===== src/rtl/prog_loader.sv =====
// Byte-stream program loader. Parses a framed stream (length, payload,
// checksum), writes the payload into program RAM starting at address 0,
// keeps the CPU halted while loading and pulses cpu_run after a good load.
module prog_loader #(
  parameter int ADDR_W = 8,
  parameter int DATA_W = 8
) (
  input  logic              clk,
  input  logic              rst,
  input  logic              start,
  input  logic              abort,
  input  logic              in_valid,
  input  logic [DATA_W-1:0] in_data,
  output logic              in_ready,
  output logic              mem_sel,
  output logic [ADDR_W-1:0] mem_addr,
  output logic [DATA_W-1:0] mem_data,
  output logic              mem_wren,
  output logic              cpu_hold,
  output logic              cpu_run,
  output logic              busy,
  output logic              err
);

  typedef enum logic [2:0] {
    S_IDLE,
    S_LEN,
    S_DATA,
    S_CSUM,
    S_DONE,
    S_ERR
  } state_t;

  state_t state_reg, state_next;

  // Index of the final payload byte (N-1); N=0 wraps to all ones, i.e. a full RAM.
  logic [ADDR_W-1:0] last_reg;
  logic [ADDR_W-1:0] addr_cnt_reg;
  logic [DATA_W-1:0] sum_reg;
  logic [ADDR_W-1:0] mem_addr_reg;
  logic [DATA_W-1:0] mem_data_reg;
  logic              mem_wren_reg;
  logic              hold_reg;
  logic              err_reg;

  logic              accept;
  logic              start_ok;
  logic              last_byte;
  logic              csum_good;

  // abort wins over both a byte handshake and a start request
  assign accept    = in_valid && in_ready && !abort;
  assign start_ok  = (state_reg == S_IDLE) && start && !abort;
  assign last_byte = (addr_cnt_reg == last_reg);
  assign csum_good = (in_data == sum_reg);

  // State register
  always_ff @(posedge clk or negedge rst) begin
    if (!rst) begin
      state_reg <= S_IDLE;
    end else begin
      state_reg <= state_next;
    end
  end

  // Next-state decode
  always_comb begin
    state_next = state_reg;
    if (abort) begin
      state_next = S_IDLE;
    end else begin
      case (state_reg)
        S_IDLE: if (start) state_next = S_LEN;
        S_LEN:  if (in_valid) state_next = S_DATA;
        S_DATA: if (in_valid && last_byte) state_next = S_CSUM;
        S_CSUM: if (in_valid) state_next = csum_good ? S_DONE : S_ERR;
        S_DONE: state_next = S_IDLE;
        S_ERR:  state_next = S_IDLE;
        default: state_next = S_IDLE;
      endcase
    end
  end

  // State-decoded outputs; the RAM bus stays claimed until a pending write lands
  always_comb begin
    busy     = (state_reg == S_LEN) || (state_reg == S_DATA) || (state_reg == S_CSUM);
    in_ready = busy;
    cpu_run  = (state_reg == S_DONE);
    mem_sel  = busy || mem_wren_reg;
  end

  // Datapath: length capture, write pipeline, running checksum, hold and error flags
  always_ff @(posedge clk or negedge rst) begin
    if (!rst) begin
      last_reg     <= '0;
      addr_cnt_reg <= '0;
      sum_reg      <= '0;
      mem_addr_reg <= '0;
      mem_data_reg <= '0;
      mem_wren_reg <= 1'b0;
      hold_reg     <= 1'b0;
      err_reg      <= 1'b0;
    end else begin
      mem_wren_reg <= 1'b0;
      if (start_ok) begin
        addr_cnt_reg <= '0;
        sum_reg      <= '0;
        err_reg      <= 1'b0;
        hold_reg     <= 1'b1;
      end
      if (abort) begin
        hold_reg <= 1'b0;
      end
      if (accept) begin
        case (state_reg)
          S_LEN: begin
            last_reg <= ADDR_W'(in_data) - ADDR_W'(1);
          end
          S_DATA: begin
            mem_addr_reg <= addr_cnt_reg;
            mem_data_reg <= in_data;
            mem_wren_reg <= 1'b1;
            addr_cnt_reg <= addr_cnt_reg + ADDR_W'(1);
            sum_reg      <= sum_reg + in_data;
          end
          S_CSUM: begin
            // a good load releases the CPU; a bad one keeps it halted
            if (csum_good) begin
              hold_reg <= 1'b0;
            end else begin
              err_reg <= 1'b1;
            end
          end
          default: begin
          end
        endcase
      end
    end
  end

  assign mem_addr = mem_addr_reg;
  assign mem_data = mem_data_reg;
  assign mem_wren = mem_wren_reg;
  assign cpu_hold = hold_reg;
  assign err      = err_reg;

endmodule


===== config.mk =====
export PLATFORM = sky130hd
export DESIGN_NAME = prog_loader
export DESIGN_NICKNAME = d
export VERILOG_FILES = /design/src/rtl/prog_loader.sv
export SDC_FILE = /design/constraint.sdc
export NUM_CORES = 1
export LEC_CHECK = 0
export ABC_AREA = 1
export BUFFER_PORTS_ARGS = -buffer_cell sky130_fd_sc_hd__buf_2
export CAP_MARGIN = 20
export CELL_PAD_IN_SITES_DETAIL_PLACEMENT = 1
export CELL_PAD_IN_SITES_GLOBAL_PLACEMENT = 2
export CORE_MARGIN = 2
export CORE_UTILIZATION = 30
export CTS_BUF_LIST = sky130_fd_sc_hd__clkbuf_8 sky130_fd_sc_hd__clkbuf_16
export DETAILED_ROUTE_END_ITERATION = 16
export PLACE_DENSITY_LB_ADDON = 0.1
export SLEW_MARGIN = 20
export SYNTH_ARGS = -nofsm -noshare
export SYNTH_HDL_FRONTEND = slang
export SYNTH_SLANG_ARGS = --single-unit

===== constraint.sdc =====
create_clock -name clk -period 2 [get_ports clk]
set_clock_uncertainty 0.2 [all_clocks]
set_input_delay 0.5 -clock clk [delete_from_list [all_inputs] [get_ports clk]]
set_output_delay 0.5 -clock clk [all_outputs]
set_load 0.01 [all_outputs]

==> reports/metrics.yaml, run 1 <==
cells_and_area:
  stdcell_count: 492
  synthToLayoutAreaGrowth_pct: 27.3
  nNetsFinal: 409
  diodes: 0
  final_layout_size_suffix_gt1_frac: 0.256
floorplanning:
  coreArea_mm2: 0.00822
  ioPinCount: 36
  die_w_um: 96.1
  initial_utilization: 0.310
  die_area_mm2: 0.00924
  die_height_um: 96.1
  num_rows: 33
routing:
  viasPerCell: 4.69
  num_vias: 2306
  routedWlPerCell_um: 14.3
  first_pass_iters: 4
  routed_wl_um: 7050
  detail-route-antenna-nets: 0
  drtIter0Drc: 68
  drc: 0
cts:
  htree_levels: 2
  clockBufferDepth: 2
  cts.clk_slew.worst_paths_ns: 0.09
  insertion_delay_ns: 0.31
  numCtsBuffers: 5
  clockRootBuffer: "clkbuf_8"
  cts_tree: "built"
  numClockSinks: 46
logic_synthesis:
  synthCells: 316
  ys_warn_count: 0
  ys_types: 32
  syn_area_mm2: 0.00255
  synth_compound_area_frac: 0.127
  synthXorXnorAreaFrac: 0.0344
  syn_nets: 339
  synth_fa_ha_area_frac: 0.0521
  synth_top_family_by_area: "simple AND/OR/NAND/NOR gates"
  synth-seq-area-share: 0.452
  avgSynthCellArea_um2: 8.06
  muxShareOfSynthArea: 0
  synth-seq-cells: 46
  synthSimpleGateAreaFrac: 0.242
worst_setup_path:
  cp_max_fo: 4
  critPathMostFrequentCell: "inv_2"
  cp.required_ns: 1.30
  crit_slowest_cell: "dfrtp_1"
  crit_path_cell_trace: "inv_2 -> nand2_2 -> inv_2 -> nor2_4 -> or2_4 -> buf_6"
  cp_slowest_stage_delay_ns: 0.41
  cp.arrival_ns: 1.32
  start_kind: "flip-flop"
  cp-end-kind: "output pin"
  crit_type: "reg2out"
sta:
  slew_viol_final: 0
  max_slew_margin: 0.703
  finalCritPeriodShare: 1.01
  setup_slack_ns: -0.0224
  clock.fmax_mhz: 494
  min_period_ns: 2.02
  setup_viol: 1
  tightest_slew_ns: 0.442
  rsz0062_at_grt: "true"
  hold_viol: 0
  tns_ns: -0.0224
place:
  gp_congestion: 0.817
  io_buffers: 35
  place.detailed.hpwl_um: 5380
  dp_cells: 476
status:
  status: "complete, but fails checks"
  violations: "setup timing"
global_route:
  track_usage: 0.166
  grt_max_degree: 47
  grt_pass1_vias: 2433
  grt_first_pass_wirelength_um: 11800
  overflow: 0
  antenna_found_initial: 0
hold_path:
  hold_class: "in2reg"
power_and_ir_drop:
  ir_worst_vdd_uv: 409
  power.leakage_nw: 1.77
  p_per_area_mw_per_mm2: 1200
run:
  maxCapViolCount: 0
## final timing paths
check,start,to,slack [ns],cells after the start
min,in_data[3],mem_data[3],0.27,3
min in group asynchronous,rst,mem_addr[0],0.50,3
max,state_reg[1],mem_sel,-0.02,6
max in group asynchronous,rst,state_reg[2],0.86,3
max reg2reg,sum_reg[0],sum_reg[6],0.06,9
min reg2reg,mem_data[2],mem_data[2],0.28,2
## where the power goes
part           internal, mW  switching [mW]  leakage, nW  total [mW]
clock network         0.375           0.356       0.0585       0.731
registers              1.22           0.183        0.612        1.40
logic                 0.806           0.964         1.10        1.77
## stage by stage
| stage | utilization | cell area [um^2] | setup slack (ns) | hold slack [ns] | power, mW |
|---|---|---|---|---|---|
| after floorplan | - | 2560 | 0.0299 | 0.00441 | 2.42 |
| final | 0.394 | 3240 | -0.0224 | 0.269 | 3.90 |
| after detailed placement | 0.369 | 3040 | -0.189 | 0.264 | 3.03 |
| after global routing | 0.394 | 3240 | -0.0761 | 0.289 | 4.26 |
| after global placement | 0.369 | 3040 | -0.154 | 0.252 | 3.00 |
| after CTS | 0.390 | 3210 | -0.0190 | 0.269 | 3.90 |
## logic make-up after synthesis
kind of cell / after synthesis
buf+inv: 56
compound gates: 58
fa+ha+maj: 10
flops: 46
xor+xnor: 10
simple gates: 136
## repair_timing
item | CTS | global route
endpoints found under the hold margin | 46 | 0
gates resized for setup | 5 | 4
pin swaps | 0 | 3
buffers inserted | 5 | 2
endpoints found under the setup margin | 3 | 2
hold buffers | 1 | 0
## cells in the final DEF, fill, tap and decap left out, drive strengths merged, types with 2 or more instances in the layout
cell / synthesis / layout
clkbuf: 0 / 5
dfrtp: 46 / 46
o31ai: 2 / 2
xor2: 7 / 7
a31oi: 3 / 3
a21o: 2 / 2
buf: 7 / 69
nand3b: 2 / 2
a21oi: 9 / 9
xnor2: 3 / 3
ha: 9 / 9
or2: 2 / 2
o21ai: 37 / 37
o211ai: 2 / 2
nand2: 79 / 79
nand4: 5 / 5
nor2: 23 / 23
nand3: 20 / 20
inv: 49 / 50
nor3: 5 / 5
## synthesized netlist by cell type
library cell / instances / area (um^2)
buf_2: 4 / 20.0
fa_1: 1 / 20.0
inv_2: 3 / 11.3
dfrtp_1: 46 / 1150
inv_4: 1 / 6.26
buf_4: 1 / 7.51
nand3b_1: 2 / 15.0
nor2_8: 1 / 20.0
a31oi_1: 3 / 18.8
nand2_2: 1 / 6.26
xor2_1: 7 / 61.3
o211ai_1: 2 / 15.0
xnor2_1: 3 / 26.3
o21ai_0: 23 / 115
or2_2: 2 / 12.5
a21oi_1: 9 / 45.0
nor2_1: 19 / 71.3
nand3_1: 20 / 100
o21ai_1: 14 / 70.1
a22oi_1: 1 / 7.51
a21o_1: 2 / 15.0
nand2_1: 77 / 289
o31ai_1: 2 / 15.0
nor2_4: 3 / 33.8
buf_6: 2 / 22.5
inv_1: 45 / 169
o22ai_2: 1 / 12.5
o221ai_1: 1 / 8.76
nand4_1: 5 / 31.3
nor3_1: 5 / 25.0
ha_1: 9 / 113
nand2_4: 1 / 11.3
## worst max-delay path: cells and delay by family (launching register included)
family	cells	cell delay, ns
and+or+nand+nor	3	0.35
buffers and inverters	3	0.27
DFF	1	0.41
## per-layer routing
| layer | share of wire | vias to the layer above | global-route usage |
|---|---|---|---|
| met5 | 0 | - | 0 |
| li1 | - | 1157 | - |
| met4 | 0.014 | 0 | 0.0452 |
| met2 | 0.50 | 26 | 0.296 |
| met1 | 0.46 | 1115 | 0.204 |
| met3 | 0.022 | 8 | 0.0290 |
## final cells by class
class / instances / area [um^2]
Sequential cell: 46 / 1150
Clock buffer: 5 / 68.8
Multi-Input combinational cell: 214 / 1200
Timing Repair Buffer: 70 / 459
Fill cell: 1025 / 4980
Tap cell: 105 / 131
Clock inverter: 3 / 43.8
Inverter: 49 / 186
Note: power is estimated with default switching activity, not from simulation.
==> run 2: changes to the inputs <==
Settings changed: ABC_AREA 1 to unset, CORE_UTILIZATION 30 to 31, CTS_CLUSTER_SIZE set to 12, PLACE_DENSITY set to 0.81, PLACE_DENSITY_LB_ADDON 0.1 to unset.
==> run 2 against run 1 <==
Effect of this change: the flow now finishes without violations; utilization up 3.6 points; largest power group unchanged; critical endpoint unchanged; via count down 12%; die area down 9.8%.
==> reports/metrics.yaml, run 2 <==
place:
  place.detailed.hpwl_um: 4560
  io_buffers: 35
  gp_congestion: 0.825
worst_setup_path:
  cp.required_ns: 1.30
  crit_path_cell_trace: "nor2_4 -> nor2_4 -> or2_4 -> buf_6"
  cp_top_family: "simple AND/OR/NAND/NOR gates"
  cp-end-kind: "output pin"
  cp_max_fo: 3
  cp_slowest_stage_delay_ns: 0.42
  start_kind: "flip-flop"
  r2r_slack_ns: 0.04
  critPathMostFrequentCell: "nor2_4"
  cp_num_buf_inv: 1
  crit_type: "reg2out"
  cp.arrival_ns: 1.28
  crit_slowest_cell: "dfrtp_1"
logic_synthesis:
  synth_edf_count: 0
  synth_compound_area_frac: 0.102
  synth_top_family_by_area: "simple AND/OR/NAND/NOR gates"
  synth-seq-area-share: 0.487
  synthArstFlopShare: 1.00
  syn_area_mm2: 0.00236
  synthTopCellsByCount: "nand2_1 (72), dfrtp_1 (46), o21ai_0 (17)"
  yosysMostFrequentCell: "nand2_1"
  synth-seq-cells: 46
  syn_nets: 275
  synth_area_leaders: "dfrtp_1 (49%), nand2_1 (11%), xnor2_1 (5.2%)"
  synthCells: 252
  synth_top_flop_cell: "dfrtp_1"
  synth_top_area_cell: "dfrtp_1"
  ys_warn_count: 0
  synthSimpleGateAreaFrac: 0.236
  muxShareOfSynthArea: 0.0169
  ys_types: 41
  synth_top_area_share: 0.487
  synth_fa_ha_area_frac: 0.0561
  avgSynthCellArea_um2: 9.38
  synthXorXnorAreaFrac: 0.0741
routing:
  routed_wl_um: 6260
  routedWlPerCell_um: 14.6
  num_vias: 2027
  drtIter0Drc: 99
  detail-route-antenna-nets: 0
  first_pass_iters: 4
  viasPerCell: 4.72
  drc: 0
sta:
  min_period_ns: 1.98
  hold_viol: 0
  clock.fmax_mhz: 504
  finalCritPeriodShare: 0.992
  max_slew_margin: 0.676
  tightest_slew_ns: 0.480
  slew_viol_final: 0
  setup_viol: 0
  rsz0062_at_grt: "true"
cts:
  numCtsBuffers: 5
  cts.clk_slew.worst_paths_ns: 0.09
  insertion_delay_ns: 0.30
  clockRootBuffer: "clkbuf_8"
  htree_levels: 2
  clockBufferDepth: 2
  cts_tree: "built"
  numClockSinks: 46
cells_and_area:
  synthToLayoutAreaGrowth_pct: 33.6
  diodes: 0
  fin_util: 0.431
  nNetsFinal: 352
  final_common_cell: "nand2_1"
  final_cell_mix: "nand2_1 (71), dfrtp_1 (45), buf_4 (40), buf_2 (34), o21ai_0 (15)"
  final_layout_size_suffix_gt1_frac: 0.324
floorplanning:
  num_rows: 31
  ioPinCount: 36
  initial_utilization: 0.322
  die_area_mm2: 0.00834
  die_height_um: 91.3
  die_w_um: 91.3
  coreArea_mm2: 0.00733
power_and_ir_drop:
  power.leakage_nw: 1.56
  p_per_area_mw_per_mm2: 1090
  power.total_mw: 3.45
  ir_worst_vdd_uv: 390
global_route:
  grt_max_degree: 47
  grt_pass1_vias: 2149
  track_usage: 0.163
  grt_first_pass_wirelength_um: 10700
  antenna_found_initial: 0
  overflow: 0
status:
  status: "completed"
hold_path:
  hold_class: "in2reg"
run:
  maxCapViolCount: 0
-- run 2: what timing repair did --
item	in CTS	in global routing
setup endpoints to repair	3	5
endpoints found under the hold margin	46	0
setup buffers	2	6
pin swaps	1	5
gates resized for setup	7	12
hold buffers	1	0
-- run 2: power breakdown --
group | switching (mW) | leakage [nW] | internal, mW
clock | 0.333 | 0.0472 | 0.278
sequential | 0.166 | 0.614 | 1.18
combinational | 0.723 | 0.900 | 0.771
total | 1.22 | 1.56 | 2.23
-- run 2: final cells by class --
class | count | area [um^2]
Clock inverter | 2 | 12.5
Clock buffer | 6 | 82.6
Tap cell | 99 | 124
Multi-Input combinational cell | 190 | 1220
Timing Repair Buffer | 79 | 543
Inverter | 7 | 26.3
Sequential cell | 46 | 1150
Fill cell | 875 | 4170
-- run 2: through the flow --
step	cells	instance area (um^2)	setup TNS, ns	setup slack, ns	hold WS [ns]
detailed placement	412	2910	-1.47	-0.317	0.260
floorplan	252	2370	-0.0319	-0.0166	0.00441
CTS	423	3070	-0.0257	-0.0257	0.204
finish	429	3160	0	0.0160	0.217
global route	429	3160	-0.0929	-0.0585	0.203
global placement	412	2910	-0.856	-0.228	0.252
-- run 2: kinds of logic after synthesis --
group           Yosys count
simple gates            117
flops                    46
compound gates           39
xor+xnor                 20
buf+inv                  16
fa+ha+maj                10
mux                       4
-- run 2: worst paths after layout --
| check | start | to | depth (start not counted) |
|---|---|---|---|
| setup / recovery | state_reg[0] | mem_sel | 4 |
| hold / removal | abort | cpu_hold | 2 |
| setup reg to reg | sum_reg[0] | sum_reg[6] | 9 |
| hold reg to reg | mem_addr[6] | mem_addr[6] | 2 |
| max in group asynchronous | rst | state_reg[2] | 3 |
| min in group asynchronous | rst | addr_cnt_reg[6] | 3 |
-- run 2: layer usage --
metal,global-route usage,up-vias,part of all wire
li1,-,1006,-
met1,0.205,980,0.45
met2,0.281,31,0.50
met3,0.0340,10,0.033
met4,0.0492,0,0.014
met5,0,-,0
==> run 3: changes to the inputs <==
Settings changed: CELL_PAD_IN_SITES_DETAIL_PLACEMENT 1 to unset, CELL_PAD_IN_SITES_GLOBAL_PLACEMENT 2 to unset, CORE_UTILIZATION 31 to 51, PLACE_DENSITY 0.81 to 0.83.
==> run 3 against run 2 <==
Effect of this change: utilization rose by 27 points; global-route usage increased by 7.0 points; register-to-register slack barely moved; wire length down 7.8%; combinational power down 5%; non-clock buffer count shrank 7; final cell count is 13% lower; setup slack better by 0.010 ns.
==> reports/metrics.yaml, run 3 (synthesis gave the netlist of run 2 again) <==
status:
  status: "completed"
cells_and_area:
  nNetsFinal: 345
  final_layout_size_suffix_gt1_frac: 0.304
  num-fill-cells: 348
  synthToLayoutAreaGrowth_pct: 30.8
  diodes: 0
  final_cell_mix: "nand2_1 (72), dfrtp_1 (45), buf_2 (34), buf_4 (33), o21ai_0 (15)"
  final_common_cell: "nand2_1"
  multi_input_area_mm2: 0.00124
  regArea_mm2: 0.00115
routing:
  drtIter0Drc: 114
  first_pass_iters: 4
  drc: 0
  detail-route-antenna-nets: 0
  routed_wl_um: 5770
  viasPerCell: 5.44
  routedWlPerCell_um: 15.4
  num_vias: 2035
sta:
  hold_viol: 0
  tns_ns: 0
  worst_hold_slack_ns: 0.229
  setup_viol: 0
  rsz0062_at_grt: "true"
  max_slew_margin: 0.599
  finalCritPeriodShare: 0.987
  min_period_ns: 1.97
  slew_viol_final: 0
  tightest_slew_ns: 0.594
  clock.fmax_mhz: 507
global_route:
  grt_max_degree: 28
  grt_pass1_vias: 1972
  track_usage: 0.233
  antenna_found_initial: 0
  overflow: 0
  grt_first_pass_wirelength_um: 9230
worst_setup_path:
  r2r_cells: 9
  cp-end-kind: "flip-flop"
  worstReg2RegEnd: "sum_reg[6]"
  crit_path_end: "sum_reg[6]"
  cp_max_fo: 2
  cp.arrival_ns: 1.99
  r2r_slack_ns: 0.03
  crit_type: "reg2reg"
  r2r-start: "sum_reg[0]"
  start_kind: "flip-flop"
  worstSetupStartpoint: "sum_reg[0]"
  cp.required_ns: 2.01
power_and_ir_drop:
  ir_worst_vdd_uv: 656
  power.leakage_nw: 1.53
  p_per_area_mw_per_mm2: 1130
cts:
  cts_tree: "built"
  cts.clk_slew.worst_paths_ns: 0.09
  numCtsBuffers: 5
  clockBufferDepth: 2
  insertion_delay_ns: 0.30
  clockRootBuffer: "clkbuf_8"
  numClockSinks: 46
  htree_levels: 2
place:
  gp_congestion: 0.815
  io_buffers: 35
  place.detailed.hpwl_um: 4130
floorplanning:
  initial_utilization: 0.535
  coreArea_mm2: 0.00441
  num_rows: 24
  ioPinCount: 36
  die_w_um: 72.1
  die_area_mm2: 0.00519
  die_height_um: 72.1
run:
  maxCapViolCount: 0
hold_path:
  hold_class: "in2reg"
[run 3: cell count changes in the layout (fill, tap and decap cells not counted), sizes merged]
cell / change
bufinv: +1
buf: -7
clkinvlp: -1
clkinv: -1
[run 3: timing repair]
action / 4_1_cts / 5_1_grt
gates resized for setup: 3 / 16
hold buffers: 1 / 0
endpoints found under the hold margin: 19 / 0
endpoints found under the setup margin: 1 / 7
pin swaps: 1 / 9
setup buffers: 1 / 3
[run 3: worst min-delay path by stage]
stage	from	endpoint	slack, ns	depth (start not counted)
after floorplan	rst	addr_cnt_reg[0]	0.004	0
after global placement	mem_addr[7]	mem_addr[7]	0.25	2
after detailed placement	mem_data[5]	mem_data[5]	0.26	2
after CTS	abort	cpu_hold	0.22	2
after global routing	abort	cpu_hold	0.22	2
final	abort	cpu_hold	0.23	2
[run 3: worst max-delay path, stage by stage (launching register included)]
cell and delay [ns]:
dfrtp_1 0.40, ha_2 0.20, inv_2 0.05, fa_2 0.19, nor2b_1 0.04, o21ai_1 0.18
a21boi_1 0.08, o21a_1 0.20, o21a_1 0.16, o31ai_1 0.19
[run 3: stage by stage]
stage	utilization	total power, mW	instance area (um^2)	std cells	worst slack [ns]
after CTS	0.672	3.30	2970	371	0.00151
after global routing	0.700	3.71	3090	374	-0.0708
after detailed placement	0.641	2.58	2830	362	-0.230
after floorplan	-	2.09	2370	252	-0.0166
after global placement	0.641	2.51	2830	362	-0.178
final	0.700	3.48	3090	374	0.0264
[run 3: where the power goes]
group          internal, mW  switching, mW
Combinational         0.711          0.707
Clock                 0.400          0.313
Sequential             1.18          0.177
[run 3: cell type report]
| type | instances | area share |
|---|---|---|
| tap | 52 | 0.0211 |
| multi-input combinational | 190 | 0.402 |
| inverter | 7 | 0.00850 |
| timing repair buffer | 72 | 0.159 |
| clock inverter | 1 | 0.00972 |
| sequential | 46 | 0.373 |
| clock buffer | 6 | 0.0267 |
[run 3: metal layers]
metal	routed length, um	track usage	vias up
met5	0	0	-
met4	63	0.0901	0
met3	221	0.0403	6
met2	2980	0.384	60
met1	2500	0.308	979
li1	-	-	990
